===== config.mk =====
export PLATFORM = sky130hd
export DESIGN_NAME = seven_seg_scanner
export DESIGN_NICKNAME = d
export VERILOG_FILES = /design/src/rtl/seven_seg_scanner_pkg.sv /design/src/rtl/seven_seg_scanner_seg_decode.sv /design/src/rtl/seven_seg_scanner.sv
export SDC_FILE = /design/constraint.sdc
export NUM_CORES = 1
export LEC_CHECK = 0
export ABC_AREA = 1
export BUFFER_PORTS_ARGS = -buffer_cell sky130_fd_sc_hd__clkbuf_2
export CAP_MARGIN = 20
export CORE_ASPECT_RATIO = 1.25
export CORE_UTILIZATION = 40
export DETAILED_ROUTE_END_ITERATION = 6
export GPL_ROUTABILITY_DRIVEN = 0
export GPL_TIMING_DRIVEN = 0
export SYNTH_ARGS = -nofsm -noshare
export SYNTH_HDL_FRONTEND = slang
export SYNTH_SLANG_ARGS = --single-unit

===== constraint.sdc =====
create_clock -name clk -period 1.87 [get_ports clk]
set_input_delay 0 -clock clk [delete_from_list [all_inputs] [get_ports clk]]
set_output_delay 0 -clock clk [all_outputs]
set_load 0.01 [all_outputs]

===== src/rtl/seven_seg_scanner_pkg.sv =====
// Shared definitions for the seven-segment scanner: FSM states, segment
// codes (active-low {a,b,c,d,e,f,g}) and the dark/blank output constants.
package seven_seg_scanner_pkg;

    typedef enum logic [1:0] {
        IDLE  = 2'd0,
        GUARD = 2'd1,
        DRIVE = 2'd2
    } scan_state_e;

    localparam logic [6:0] SEG_0 = 7'b0000001;
    localparam logic [6:0] SEG_1 = 7'b1001111;
    localparam logic [6:0] SEG_2 = 7'b0010010;
    localparam logic [6:0] SEG_3 = 7'b0000110;
    localparam logic [6:0] SEG_4 = 7'b1001100;
    localparam logic [6:0] SEG_5 = 7'b0100100;
    localparam logic [6:0] SEG_6 = 7'b0100000;
    localparam logic [6:0] SEG_7 = 7'b0001111;
    localparam logic [6:0] SEG_8 = 7'b0000000;
    localparam logic [6:0] SEG_9 = 7'b0000100;
    localparam logic [6:0] SEG_A = 7'b0001000;
    localparam logic [6:0] SEG_B = 7'b1100000;
    localparam logic [6:0] SEG_C = 7'b0110001;
    localparam logic [6:0] SEG_D = 7'b1000010;
    localparam logic [6:0] SEG_E = 7'b0110000;
    localparam logic [6:0] SEG_F = 7'b0111000;

    // A blanked digit and the dark cathode bus are the same pattern.
    localparam logic [6:0] SEG_BLANK = 7'b1111111;
    localparam logic [6:0] CAT_OFF   = 7'h7F;
    localparam logic       DP_OFF    = 1'b1;

endpackage


===== src/rtl/seven_seg_scanner_seg_decode.sv =====
// seg_decode: 4-bit digit code to active-low segment pattern. Codes 10..15
// render as A..F only when hex_mode is set, otherwise they are blank.
module seg_decode
    import seven_seg_scanner_pkg::*;
(
    input  logic [3:0] code,
    input  logic       hex_mode,
    output logic [6:0] cat
);

    // Pure lookup; every code has a defined pattern.
    always_comb begin
        cat = SEG_BLANK;
        case (code)
            4'h0: cat = SEG_0;
            4'h1: cat = SEG_1;
            4'h2: cat = SEG_2;
            4'h3: cat = SEG_3;
            4'h4: cat = SEG_4;
            4'h5: cat = SEG_5;
            4'h6: cat = SEG_6;
            4'h7: cat = SEG_7;
            4'h8: cat = SEG_8;
            4'h9: cat = SEG_9;
            4'hA: cat = hex_mode ? SEG_A : SEG_BLANK;
            4'hB: cat = hex_mode ? SEG_B : SEG_BLANK;
            4'hC: cat = hex_mode ? SEG_C : SEG_BLANK;
            4'hD: cat = hex_mode ? SEG_D : SEG_BLANK;
            4'hE: cat = hex_mode ? SEG_E : SEG_BLANK;
            4'hF: cat = hex_mode ? SEG_F : SEG_BLANK;
            default: cat = SEG_BLANK;
        endcase
    end

endmodule


===== src/rtl/seven_seg_scanner.sv =====
// seven_seg_scanner: multiplexed seven-segment driver with guard intervals
// between digits and frame-synchronous display updates (no torn frames).
// Optional build macro LEADING_ZERO_BLANK_EN blanks leading zero digits.
// Handshake: load is a one-cycle strobe with no back-pressure; pending stays
// high from the captured load until the shadow reaches the display register.
module seven_seg_scanner
    import seven_seg_scanner_pkg::*;
#(
    parameter int NUM_DIGITS  = 4,
    parameter int REFRESH_DIV = 100000,
    parameter int GUARD_TICKS = 1,
    parameter int DWELL_TICKS = 3,
    parameter int HEX_MODE    = 0
) (
    input  logic                    clk,
    input  logic                    reset,
    input  logic                    enable,
    input  logic                    load,
    input  logic [4*NUM_DIGITS-1:0] value,
    input  logic [NUM_DIGITS-1:0]   dp_in,
    output logic [6:0]              cat,
    output logic                    dp_n,
    output logic [NUM_DIGITS-1:0]   an,
    output logic                    pending,
    output scan_state_e             fsm_state
);

    localparam int IDX_W  = (NUM_DIGITS > 1) ? $clog2(NUM_DIGITS) : 1;
    localparam int PS_W   = $clog2(REFRESH_DIV);
    localparam int TC_MAX = (GUARD_TICKS > DWELL_TICKS) ? GUARD_TICKS : DWELL_TICKS;
    localparam int TC_W   = (TC_MAX > 1) ? $clog2(TC_MAX) : 1;

    localparam logic [PS_W-1:0]  PS_LAST    = PS_W'(REFRESH_DIV - 1);
    localparam logic [IDX_W-1:0] LAST_IDX   = IDX_W'(NUM_DIGITS - 1);
    localparam logic [TC_W-1:0]  GUARD_LAST = TC_W'(GUARD_TICKS - 1);
    localparam logic [TC_W-1:0]  DWELL_LAST = TC_W'(DWELL_TICKS - 1);

    scan_state_e             state;
    logic [PS_W-1:0]         ps_cnt;
    logic [IDX_W-1:0]        idx;
    logic [IDX_W-1:0]        next_idx;
    logic [TC_W-1:0]         tcnt;
    logic [4*NUM_DIGITS-1:0] shadow_val;
    logic [NUM_DIGITS-1:0]   shadow_dp;
    logic [4*NUM_DIGITS-1:0] disp_val;
    logic [NUM_DIGITS-1:0]   disp_dp;
    logic                    tick;
    logic                    enter_frame;
    logic                    xfer;
    logic [3:0]              digit_code;
    logic [6:0]              dec_cat;
    logic [6:0]              sel_cat;
    logic                    sel_dp;
    logic [NUM_DIGITS-1:0]   an_sel;

    assign fsm_state = state;

    // Tick, frame-boundary detection and selected-digit data.
    always_comb begin
        tick        = (ps_cnt == PS_LAST);
        next_idx    = (idx == LAST_IDX) ? '0 : idx + IDX_W'(1);
        // A new frame starts when GUARD is entered with digit 0.
        enter_frame = enable && tick &&
                      ((state == IDLE) ||
                       ((state == DRIVE) && (tcnt == DWELL_LAST) && (idx == LAST_IDX)));
        // While idle there is no frame to tear, so update immediately.
        xfer        = enter_frame || ((state == IDLE) && pending);
        digit_code  = disp_val[{idx, 2'b00} +: 4];
        sel_dp      = disp_dp[idx];
        an_sel      = ~(NUM_DIGITS'(1) << idx);
    end

    seg_decode u_seg_decode (
        .code     (digit_code),
        .hex_mode (HEX_MODE != 0),
        .cat      (dec_cat)
    );

`ifdef LEADING_ZERO_BLANK_EN
    logic [NUM_DIGITS-1:0] lead_zero;
    logic                  zero_above;

    // A digit above 0 is blank when it and every higher digit are zero.
    always_comb begin
        zero_above = 1'b1;
        lead_zero  = '0;
        for (int i = NUM_DIGITS - 1; i >= 1; i--) begin
            zero_above   = zero_above && (disp_val[4*i +: 4] == 4'd0);
            lead_zero[i] = zero_above;
        end
    end

    assign sel_cat = lead_zero[idx] ? SEG_BLANK : dec_cat;
`else
    assign sel_cat = dec_cat;
`endif

    // Free-running prescaler producing one tick per REFRESH_DIV cycles.
    always_ff @(posedge clk or posedge reset) begin
        if (reset) begin
            ps_cnt <= '0;
        end else if (tick) begin
            ps_cnt <= '0;
        end else begin
            ps_cnt <= ps_cnt + PS_W'(1);
        end
    end

    // Shadow capture and frame-synchronous transfer; a load on the transfer
    // edge wins the shadow while the older shadow moves to the display.
    always_ff @(posedge clk or posedge reset) begin
        if (reset) begin
            shadow_val <= '0;
            shadow_dp  <= '0;
            disp_val   <= '0;
            disp_dp    <= '0;
            pending    <= 1'b0;
        end else begin
            if (xfer) begin
                disp_val <= shadow_val;
                disp_dp  <= shadow_dp;
            end
            if (load) begin
                shadow_val <= value;
                shadow_dp  <= dp_in;
                pending    <= 1'b1;
            end else if (xfer) begin
                pending    <= 1'b0;
            end
        end
    end

    // Scan FSM with registered anode/cathode outputs.
    always_ff @(posedge clk or posedge reset) begin
        if (reset) begin
            state <= IDLE;
            idx   <= '0;
            tcnt  <= '0;
            an    <= '1;
            cat   <= CAT_OFF;
            dp_n  <= DP_OFF;
        end else if (!enable) begin
            state <= IDLE;
            idx   <= '0;
            tcnt  <= '0;
            an    <= '1;
            cat   <= CAT_OFF;
            dp_n  <= DP_OFF;
        end else if (tick) begin
            case (state)
                IDLE: begin
                    state <= GUARD;
                    idx   <= '0;
                    tcnt  <= '0;
                end
                GUARD: begin
                    if (tcnt == GUARD_LAST) begin
                        state <= DRIVE;
                        tcnt  <= '0;
                        an    <= an_sel;
                        cat   <= sel_cat;
                        dp_n  <= ~sel_dp;
                    end else begin
                        tcnt  <= tcnt + TC_W'(1);
                    end
                end
                DRIVE: begin
                    if (tcnt == DWELL_LAST) begin
                        state <= GUARD;
                        idx   <= next_idx;
                        tcnt  <= '0;
                        an    <= '1;
                        cat   <= CAT_OFF;
                        dp_n  <= DP_OFF;
                    end else begin
                        tcnt  <= tcnt + TC_W'(1);
                    end
                end
                default: begin
                    state <= IDLE;
                    an    <= '1;
                    cat   <= CAT_OFF;
                    dp_n  <= DP_OFF;
                end
            endcase
        end
    end

endmodule


---- Word-level counts from Yosys, hierarchy flattened ----
Cells that the tools add are included.
operators by class
  bitwise logic cells ..................... 2
  $lt $le $gt $ge ......................... 1
  reduce and logical (&&, ||, !) cells .... 16
  eq/ne operators ......................... 26
  shift-type cells ........................ 2
  mux-type cells .......................... 36
  add/subtract/negate cells ............... 3
operator list
  cell                                                                     count
  7-bit one-hot mux with 11 select lines                                   1
  4-bit == test, second input constant                                     8
  7-bit two-way mux                                                        4
  2-bit two-way mux                                                        12
  7-bit one-hot mux with 3 select lines                                    1
  17-bit by 1-bit adder with 17-bit output, second input constant          1
  17-bit == test, second input constant                                    1
  17-bit two-way mux                                                       1
  4-bit by 3-bit == test with 1-bit output, second input constant          4
  4-bit two-way mux                                                        4
  16-bit by 5-bit indexed part select with 4-bit output                    1
  2-bit one-hot mux with 3 select lines                                    2
  4-bit one-hot mux with 3 select lines                                    1
  4-bit by 2-bit == test with 1-bit output, second input constant          2
  1-bit two-way mux                                                        7
  2-bit == test, second input constant                                     3
  3-bit AND reduction                                                      2
  6-bit OR reduction                                                       1
  1-bit logical AND                                                        5
  2-bit by 1-bit adder with 2-bit output, second input constant            2
  4-bit by 1-bit == test with 1-bit output, second input constant          1
  2-bit logical NOT                                                        2
  4-bit logical NOT                                                        1
  4-bit by 1-bit inequality test with 1-bit output, second input constant  1
  other kinds (17)                                                         18
storage, ports and cells
  input bits .............................. 24
  register bits ........................... 76
  output and inout port bits .............. 15

---- Depth between registers and ports, before layout ----
  depth after elaboration ................. 8
  depth in mapped cells ................... 12
  mapped depth without buffers ............ 12

---- By module ----
Synthesis repeated with hierarchy kept, for this count alone.
second synthesis, totals
  cells, all modules ...................... 516
  area, all modules ....................... 4,072.7 um2
by module, submodules not included
  module             cells each  area an instance (um2)  instances
  seven_seg_scanner  461         3,842.4                 1
  seg_decode         55          230.2                   1

---- Worst setup path after synthesis ----
Ideal clock, no wire load.
  path kind ............................... flip-flop to flip-flop
  from .................................... reg state[0], in the netlist fsm_state[0]
  to ...................................... reg disp_dp[0]
  stages on the path, launching flop included .. 9
  arrival ................................. 1.548 ns
  path buffers ............................ 1
  clock period less this slack ............ 1.667 ns
  path slack .............................. 0.203 ns
  cells stage by stage .................... dfrtp_1 > inv_1 > ha_1 > nand2_1 > inv_1 > o21ai_4 > nand2_8 > buf_6 > o21a_1
on the way
  word-level cells in the longest chain between the ends .. 6
RTL lines
  item                            line                      text
  start: declaration              seven_seg_scanner.sv:38   scan_state_e state;
  start signal: assignment        seven_seg_scanner.sv:136  state <= IDLE;
  start signal: assignment        seven_seg_scanner.sv:143  state <= IDLE;
  start signal: assignment        seven_seg_scanner.sv:152  state <= GUARD;
  2-bit == test                   seven_seg_scanner.sv:65   ((state == DRIVE) && (tcnt == DWELL_LAST) && (idx == LAST_IDX)));
  1-bit logical AND (2 in a row)  seven_seg_scanner.sv:65
  1-bit logical OR                seven_seg_scanner.sv:64   ((state == IDLE) ||
  1-bit logical AND               seven_seg_scanner.sv:63   enter_frame = enable && tick &&
  1-bit logical OR (*)            seven_seg_scanner.sv:67   xfer = enter_frame || ((state == IDLE) && pending);
  end signal: assignment          seven_seg_scanner.sv:121  disp_dp <= shadow_dp;
  end: declaration                seven_seg_scanner.sv:46   logic [NUM_DIGITS-1:0] disp_dp;
Every way passes the cells marked *; elsewhere a longest branch is shown, timed or not.
A chain may end at the register's enable or synchronous reset.

---- Worst setup path after layout ----
  from .................................... reg state[0], in the netlist fsm_state[0]
  to ...................................... reg disp_val[9]
on the way
  word-level cells in the longest chain between the ends .. 6
RTL lines
  item                            line                      text
  2-bit == test                   seven_seg_scanner.sv:65
  1-bit logical AND (2 in a row)  seven_seg_scanner.sv:65
  1-bit logical OR                seven_seg_scanner.sv:64
  1-bit logical AND               seven_seg_scanner.sv:63
  1-bit logical OR (*)            seven_seg_scanner.sv:67
  end signal: assignment          seven_seg_scanner.sv:120  disp_val <= shadow_val;
  end: declaration                seven_seg_scanner.sv:45   logic [4*NUM_DIGITS-1:0] disp_val;
Marked as above.

==> metrics.txt <==
WP data arrival 1.98 ns; syn_area_per_cell 8.396 µm²; Synth-to-Final Area Change 23.40%; slowest stage delay, CP 0.42 ns; router iterations before antenna repair 4; Static Leak 0.002333 µW; io pins 39; Initial DRC Count 151; final setup fails 0; share of layout cells above drive strength 1 22.51%; WL/cell 11.66 µm; width of the die 90.18 µm; post-synthesis cell count 463; crit-path most repeated cell inv_1; die area 0.01012 mm²; Starting Density 41.93%; Yosys warnings 0; top cells by area, synth dfrtp_1 41%, nand2_1 12%, dfstp_2 8.1%; Final nets 573; Tightest Pin Transition 0.4669 ns; first-pass GRT wire length 14190 µm; grt ovf 0; Routed WL 7752 µm; CTS Root Cell clkbuf_16; Peak VDD IR 528.2 µV; Critical Path RT 2.09 ns; clock buffer depth 2; vias in the first global route 3234; post-layout min period 1.753 ns; number of port buffers 37; pin count of the biggest net entering global routing 37; CTS tree done; max frequency 0.5704 GHz; critical path endpoint category flip-flop; distinct cell type count after synthesis 34; final max-slew violation count 0; Critical Path Source Type flip-flop; DR vias/cell 4.657; total clock sinks 76; sequential-to-total area share from yosys stat 49.31%; crit share post-route 93.75%; Final Power 5048 µW; Slew headroom 68.81%; Std-Cell Rows 39; ant diodes 0; Post-Synthesis Cell Area 0.003887 mm²; number of buffers created by CTS 9; Die H 112.2 µm; hold_ws 0.01909 ns; Core Box Area 0.009271 mm²; unrepaired setup endpoints after global routing false; MaxCap Viol Count 0; DRT antenna net count 0; Core Util, Final 51.74%; crit-path cells inv_1 -> ha_1 -> nand2_1 -> inv_1 -> o21ai_4 -> nand2_8 -> buf_6 -> o21a_1; endpoints failing hold 0; routed vias 3097; initial antenna violation count 0; CP max-delay cell dfrtp_1; H-tree levels 3; Syn Nets 499; clk_skew 0.005534 ns; hpwl dp 5751 µm; status finished clean; GRT Util Overall 17.47%; CP Max Fanout 10; flip-flop and latch count after synthesis 76; Synth area leader dfrtp_1; critical path class reg2reg; DRC Markers 0; clk slew on worst S/H paths 0.06 ns; TNS Setup 0 ns; Worst-Skew Late Latency 0.33 ns; Power Density 1052 mW/mm²; CP Buf/Inv Count 3; Hold Path Class in2reg; top-area cell type share of the netlist area 41.20%; CP top delay family flip-flops
-- cells in the final DEF (no fill, tap or decap), types with 12 or more instances in the layout --
cell,count
dlygate4sd3_1,22
o21ai_0,34
nand2_1,120
ha_1,12
o21a_1,21
dfrtp_1,64
nor2_1,38
inv_1,52
nand3_1,23
nand2_2,24
dfstp_2,12
clkbuf_2,37
-- final timing paths --
kind / start / endpoint / slack, ns / cells after the start
worst max-delay path: fsm_state[0]$_DFFE_PP0P_ / disp_val[9]$_DFFE_PP0P_ / 0.12 / 8
worst max register to register: fsm_state[0]$_DFFE_PP0P_ / disp_val[9]$_DFFE_PP0P_ / 0.12 / 8
worst min register to register: cat[6]$_DFFE_PP1P_ / cat[6]$_DFFE_PP1P_ / 0.47 / 2
worst min-delay path: enable / fsm_state[1]$_DFFE_PP0P_ / 0.02 / 3
max in group asynchronous: reset / cat[4]$_DFFE_PP1P_ / 1.05 / 4
min in group asynchronous: reset / shadow_dp[3]$_DFFE_PP0P_ / 0.23 / 3
-- power by group --
| part | total, µW | internal [µW] | leakage (µW) | switching, µW |
|---|---|---|---|---|
| registers | 2210 | 2020 | 0.000907 | 187 |
| clock network | 1560 | 894 | 0.000124 | 663 |
| logic | 1280 | 556 | 0.00130 | 727 |
| total | 5050 | 3470 | 0.00233 | 1580 |
-- state kept, by name, summed over array words and instances, names as in the netlist --
name        cells
tcnt            2
idx             2
fsm_state       2
disp_dp         4
shadow_val     16
cat             7
shadow_dp       4
disp_val       16
ps_cnt         17
an              4
pending         1
dp_n            1
-- Yosys cell counts (all sizes together) --
cell type,count
a211oi,1
a21oi,11
a22o,1
a31o,1
buf,8
clkbuf,4
dfrtp,64
dfstp,12
ha,12
inv,63
nand2,146
nand3,24
nand4,5
nor2,41
nor3,4
nor4,2
o21a,21
o21ai,37
o22ai,1
o31ai,1
xor2,4
-- layer usage --
layer,track usage [%],share of wire [%]
met2,30.89,51
met1,19.80,44
met3,3.862,2.7
met4,8.817,2.4
met5,0,0
-- repair_timing --
action / CTS / global route
resized for setup: 0 / 4
endpoints found under the hold margin: 38 / 0
setup endpoints to repair: 0 / 33
buffers inserted: 0 / 3
hold buffers: 22 / 0
-- logic make-up after synthesis --
logic type | synth area share (%)
DFF | 49.31
buffers and inverters | 8.722
xor gates and xnor gates | 0.9011
adders and majority gates | 3.862
and+or+nand+nor | 25.59
AOI/OAI and AO/OA | 11.62
-- final cells by class --
cell class              instances  area [µm²]
flip-flops and latches         76        1917
clock inverters                 6       41.29
inverters                      63       245.2
fillers                       893        4474
plain buffers                  11       95.09
well taps                     123       153.9
repair buffers                 64       475.5
clock buffers                  10       229.0
multi-input cells             312        1640
-- worst min-delay path: stages --
cell	delay [ns]
buf_2	0.16
nand2_1	0.07
o21ai_0	0.07
-- per-stage QoR --
stage               worst slack (ns)  std cells  instance area (µm²)
floorplan                     0.2032        463                 3891
global placement             0.08387        623                 4230
detailed placement           0.04162        625                 4278
CTS                          0.02776        663                 4768
global route               0.0007838        665                 4797
finish                        0.1170        665                 4797
No activity file was read; power rests on OpenSTA's default activity.
